## src/rtl/demux4x32_buf.sv

```systemverilog
// demux4x32_buf: fans one producer out to four consumers.
// Each accepted word goes to the channel picked by S and waits there in a
// 2-entry FIFO until that consumer takes it.
//
// Handshake (valid/ready, both sides):
//   - Input: a word transfers on a rising edge when IV && IR. IR is computed
//     only from S, R and the stored state, never from IV. A producer that sees
//     IR=0 keeps D, S and IV unchanged until IR=1.
//   - Output k: the head word Yk transfers on a rising edge when V[k] && R[k].
//     R[k] while V[k]=0 is ignored. Yk stays stable while V[k] && !R[k].
module demux4x32_buf #(
    parameter int W     = 32,
    parameter int DEPTH = 2
) (
    input  logic         CLK,
    input  logic         RST,
    input  logic [W-1:0] D,
    input  logic [1:0]   S,
    input  logic         IV,
    output logic         IR,
    output logic [W-1:0] Y0,
    output logic [W-1:0] Y1,
    output logic [W-1:0] Y2,
    output logic [W-1:0] Y3,
    output logic [3:0]   V,
    input  logic [3:0]   R,
    output logic [3:0]   FULL,
    output logic         ACC
);

    localparam logic [1:0] OCC_MAX = 2'(DEPTH);

    // Per-channel storage. The pointers are a single bit because each FIFO
    // holds exactly two entries.
    logic [W-1:0] mem [4][2];
    logic [3:0]   wp;
    logic [3:0]   rp;
    logic [1:0]   occ [4];

    logic [3:0]   push;
    logic [3:0]   pop;
    logic         ir_int;
    logic         acc_q;

    // Channel status flags and the independent per-channel pop qualifiers.
    always_comb begin
        V    = 4'b0000;
        FULL = 4'b0000;
        pop  = 4'b0000;
        for (int k = 0; k < 4; k++) begin
            V[k]    = (occ[k] != 2'd0);
            FULL[k] = (occ[k] == OCC_MAX);
            pop[k]  = V[k] && R[k];
        end
    end

    // Input ready: the selected channel has room, or it frees a slot this
    // same cycle. Only the channel selected by S can be pushed.
    always_comb begin
        ir_int = !FULL[S] || pop[S];
        push   = 4'b0000;
        for (int k = 0; k < 4; k++) begin
            push[k] = IV && ir_int && (S == 2'(k));
        end
    end

    assign IR  = ir_int;
    assign ACC = acc_q;

    // The head word of each channel comes from storage, so there is no path
    // from D to any Yk.
    assign Y0 = mem[0][rp[0]];
    assign Y1 = mem[1][rp[1]];
    assign Y2 = mem[2][rp[2]];
    assign Y3 = mem[3][rp[3]];

    // FIFO state update. Reset wins over any push or pop in the same cycle.
    always_ff @(posedge CLK) begin
        if (RST) begin
            wp    <= 4'b0000;
            rp    <= 4'b0000;
            acc_q <= 1'b0;
            for (int k = 0; k < 4; k++) begin
                occ[k]    <= 2'd0;
                mem[k][0] <= '0;
                mem[k][1] <= '0;
            end
        end else begin
            acc_q <= IV && ir_int;
            for (int k = 0; k < 4; k++) begin
                if (push[k]) begin
                    mem[k][wp[k]] <= D;
                    wp[k]         <= ~wp[k];
                end
                if (pop[k]) begin
                    rp[k] <= ~rp[k];
                end
                occ[k] <= occ[k] + {1'b0, push[k]} - {1'b0, pop[k]};
            end
        end
    end

endmodule

```

## config.mk

```make
export PLATFORM = sky130hd
export DESIGN_NAME = demux4x32_buf
export DESIGN_NICKNAME = d
export VERILOG_FILES = /design/src/rtl/demux4x32_buf.sv
export SDC_FILE = /design/constraint.sdc
export NUM_CORES = 1
export LEC_CHECK = 0
export CAP_MARGIN = 20
export CORE_MARGIN = 5
export CORE_UTILIZATION = 40
export DETAILED_ROUTE_END_ITERATION = 6
export DONT_BUFFER_PORTS = 1
export PLACE_DENSITY = 0.54
export SYNTH_ARGS = -nofsm -noshare
export SYNTH_HDL_FRONTEND = slang
export SYNTH_SLANG_ARGS = --single-unit
```

## constraint.sdc

```tcl
create_clock -name CLK -period 5.99 [get_ports CLK]
set_input_delay 1.797 -clock CLK [delete_from_list [all_inputs] [get_ports CLK]]
set_output_delay 1.797 -clock CLK [all_outputs]
set_load 0.05 [all_outputs]
```

# == Word level (Yosys, flattened, before mapping) ==
# Memory sizes are Yosys's and may differ from the RTL's.
# Cells that the tools add are included.
# word_totals
mem_count,2
ramBits,264
ff_bits,9
word_cells,634
# mem_list
name,words,width,read_ports,rd_clocked_by_memory_dff,wr,line_no,source
mem,4,64,4,0,4,35,logic [W-1:0] mem [4][2];
occ,4,2,4,0,4,38,logic [1:0] occ [4];
# classes
n_mux,299
order_cmp,13
addsub,8
bitwise,276
eq_ne,7
reduce_logical,20
# op_table
cell,count
$mux W32,16
$mux W1,269
$or A1 B1 Y1,260
$mux W64,4
$demux W32 S1,4
$ge A2 B2 Y1 const B,8
$not A1 Y2,8
$logic_and A1 B1 Y1,13
$eq A2 B2 Y1 const B,6
$add A2 B1 Y2,4
$lt A2 B1 Y1 const B,4
$mux W2,4
$not A1 Y1,8
$reduce_bool A2 Y1,4
$sub A2 B1 Y2,4
$bmux W1 S2,2
$lt A2 B3 Y1 const B,1
$eq A2 B1 Y1 const B,1
$logic_not A2 Y1,1
$logic_not A1 Y1,1
$logic_or A1 B1 Y1,1

# == Depth between registers and ports, before layout ==
# An unclocked memory read counts as a cell.
# depth
word_depth,12
depth_mapped,8
depth_no_buf,8

# == Worst setup path before layout ==
# No wires, ideal clock.
# synth_path
path_type,in2reg
start,input S[1]
end,memory mem[2][32] in the netlist's numbering (enable)
required_time_ps,5520
setup_time_ps,470
path_stages,4
t_arrival_ps,4989
n_path_buf,2
slack_ps,531
path_cell_list,clkbuf_1 -> clkbuf_1 -> o21ai_0 -> o31ai_1
# synth_lines
item,line_no,source
start: declaration,18,"input logic [1:0] S,"
end: declaration,35,

# == Worst setup path in the final report ==
# layout_path
start,input S[0]
end,output IR
# layout_via
elab_chain_len,4
# layout_rtl
item,line_no,source
$bmux W1 S2,60,ir_int = !FULL[S] || pop[S];
$mux W1 (not written as such),60,
$logic_not A1 Y1,60,
$logic_or A1 B1 Y1 (*),60,
end: declaration,20,"output logic IR,"
# Every way passes the cells marked *; elsewhere a longest branch is shown, timed or not. The select of a mux whose other input is x is not followed.

==> results.md <==
- Outcome: finished, final reports clean
- Core Footprint: 0.0285 mm²
- TritonCTS clock tree: done
- NumNets Final: 862
- Min-delay worst type: reg -> reg
- CTS sink cnt: roughly 270
- Post-route ant nets: 0
- Detailed-route via count: 7129
- # resized after CTS: 0
- Setup Skew: 0.00897 ns
- Hold-fix buffers, CTS: 0
- Gr usage total: 19.1%
- Async SR Flop Fraction: 0%
- Reg clk slew, reported paths: 0.05 ns
- Commonest non-fill, non-tap cell in the layout: edfxtp_1
- Placer Congestion: 0.785
- Multi-input logic area: between 0.004 and 0.005 mm²
- Hold Path Depth: 1
- Final setup vio count: 0
- RSZ-0062 raised after global routing: no
- Setup crit end kind: output pin
- Vias in the first global route: 7318
- Most common flop cell mapped by yosys: edfxtp_1
- Overflow after GRT: 0
- Arr. time, crit path: 3.12 ns
- Critical R2R Launch: occ[0][7]
- Final Slew Violations: 0
- Crit path required time: ~4.2 ns
- Setup TNS: 0 ns
- Synth warn: 0
- Die area: 0.0321 mm²
- Crit path time final: 4.92 ns
- Worst Min Path Start: mem[3][1]
- Crit share post-route: between 80% and 90%
- Synthesized flop and latch total: between 200 and 300
- Sequential area share after synthesis: 61.7%
- Routed length per instance: 25.6 µm
- Max-cap violations: 0
- Clk buf depth: 3
- IO Port Bufs: 0
- Largest net degree at the start of global routing: 141
- Area post-placement: 0.0118 mm²
- Reg2Reg Depth: 4
- Peak VDD IR: 0.220 mV
- Post-Syn Instances: 842
- Post-Syn Nets: ~890
- Avg Cell Area, Syn: 13.6 µm²
- Die width: 179 µm
- First-pass GRT wire length: 46.6 mm
- DRC Markers: 0
- Fmax: 203 MHz
- Post-synth EDFFs: 160
- Finished Core Util: 45.2%
- DRT Pass-1 Iters: 5
- Critical R2R Capture: mem[1][38]
- I/O pin count: 179
- Final WL: 31.2 mm
- Crit-path max FO: 8
- Slew headroom: 24.9%
- Die H: 179 µm
- Critical path startpoint category: input port
- Antenna Cells: 0
- Initial Util: 40.2%
- Root buf cell: clkbuf_16
- Worst slew pin tran: 1.12 ns
- Num CTS Buffers: 29
- Area growth from synthesis to layout: 12.4%
- CTS H-Tree Depth: 1
- Reg2reg setup slack: roughly 3.3 ns
- Worst Hold End: mem[3][1]
- Dpl hpwl: between 15 and 20 mm
- Post-CTS Setup Bufs: 0
- Post-route design area: 0.0129 mm²
- Worst skew pair latency: 0.54 ns
- Commonest cells after routing, fill and taps aside: edfxtp_1 (160), mux2_2 (128), dfxtp_1 (109)
- Antenna violations before repair: 0
- Vias/cell: slightly below 6
- Final Hold Vio Count: 0
- CP Class: in -> out
- Fillers: between 2000 and 3000
- Register area: 0.00707 mm²
- Cell row count: 62
- Worst Hold Slack: 0.463 ns
- Cell Area, Synth: about 0.011 mm²
- Layout cells sized above 1: around 25%
- Drt first-iter violations: around 460
- Pwr/cell area: approximately 430 mW/mm²
- Lkg Pwr: 4.74 nW
- Post-synthesis cell type count: 37
-- area by class of cell --
type	count	area share, %
timing repair buffer	14	1.07
multi-input combinational	474	32.1
clock buffer	38	6.14
clock inverter	15	1.39
sequential	273	55.0
tap	384	3.73
inverter	21	0.613
-- cells by family after synthesis --
family	after synthesis	share of synthesized area, %
DFF	273	61.7
and+or+nand+nor	170	7.41
AOI/OAI and AO/OA	148	12.4
muxes	133	13.2
buffers and inverters	95	3.18
xor gates and xnor gates	15	1.15
adders and majority gates	8	0.875
-- synthesized netlist by cell type (2+ instances only) --
cell       instances  area share (%)
edfxtp_1         160              42
mux2_2           128              13
dfxtp_1          113              20
a32o_1            96             8.4
nand2_1           72             2.4
clkbuf_1          67             2.2
and2_1            32             1.7
and3_1            32             1.7
o32ai_1           32             2.4
inv_1             20            0.66
nor2_1            14            0.46
ha_1               8            0.87
xor2_1             8            0.61
nand2b_1           7            0.38
xnor2_1            7            0.54
buf_2              6            0.26
a21oi_1            5            0.22
nor2b_1            4            0.22
o21ai_0            4            0.17
or2_2              4            0.22
mux2i_1            3            0.26
a2111oi_4          2            0.48
mux4_2             2            0.39
nor3_1             2           0.087
o21ai_1            2           0.087
-- worst max-delay path by stage --
| stage | from | end | slack [ns] |
|---|---|---|---|
| after floorplan | S[1] | mem[2][32] | 0.53 |
| after global placement | S[0] | IR | 1.14 |
| after detailed placement | S[0] | IR | 1.09 |
| after CTS | S[0] | IR | 1.07 |
| after global routing | S[0] | IR | 0.93 |
| final | S[0] | IR | 1.07 |
-- report_power, final --
part           total [mW]  internal [mW]  switching, mW
clock network        1.81           1.10          0.718
logic                1.39          0.350           1.04
registers            2.33           2.14          0.192
-- registers in the layout, summed over array words and instances (netlist names) --
| signal | count |
|---|---|
| mem | 256 |
| occ | 8 |
| rp | 4 |
| wp | 4 |
| ACC | 1 |
-- metrics by stage --
| step | std cells | total power [mW] | worst slack, ns |
|---|---|---|---|
| CTS | 1217 | 5.59 | 1.07 |
| global placement | 1164 | 3.75 | 1.14 |
| global route | 1219 | 5.74 | 0.926 |
| finish | 1219 | 5.53 | 1.07 |
| floorplan | 842 | 3.52 | 0.531 |
| detailed placement | 1164 | 3.77 | 1.09 |
-- critical path, stage by stage --
cell and delay (ns):
inv_2 0.19, mux2i_1 0.51, mux2i_1 0.18, nand2_1 0.44
-- layer usage --
| layer | wire (µm) | GRT usage, % | share of wire [%] |
|---|---|---|---|
| met1 | 12300 | 23.3 | 40 |
| met5 | 0 | 0 | 0 |
| met2 | 15400 | 32.9 | 49 |
| met4 | 736 | 4.67 | 2.4 |
| met3 | 2700 | 6.07 | 8.7 |
No activity file was read; power rests on OpenSTA's default activity.
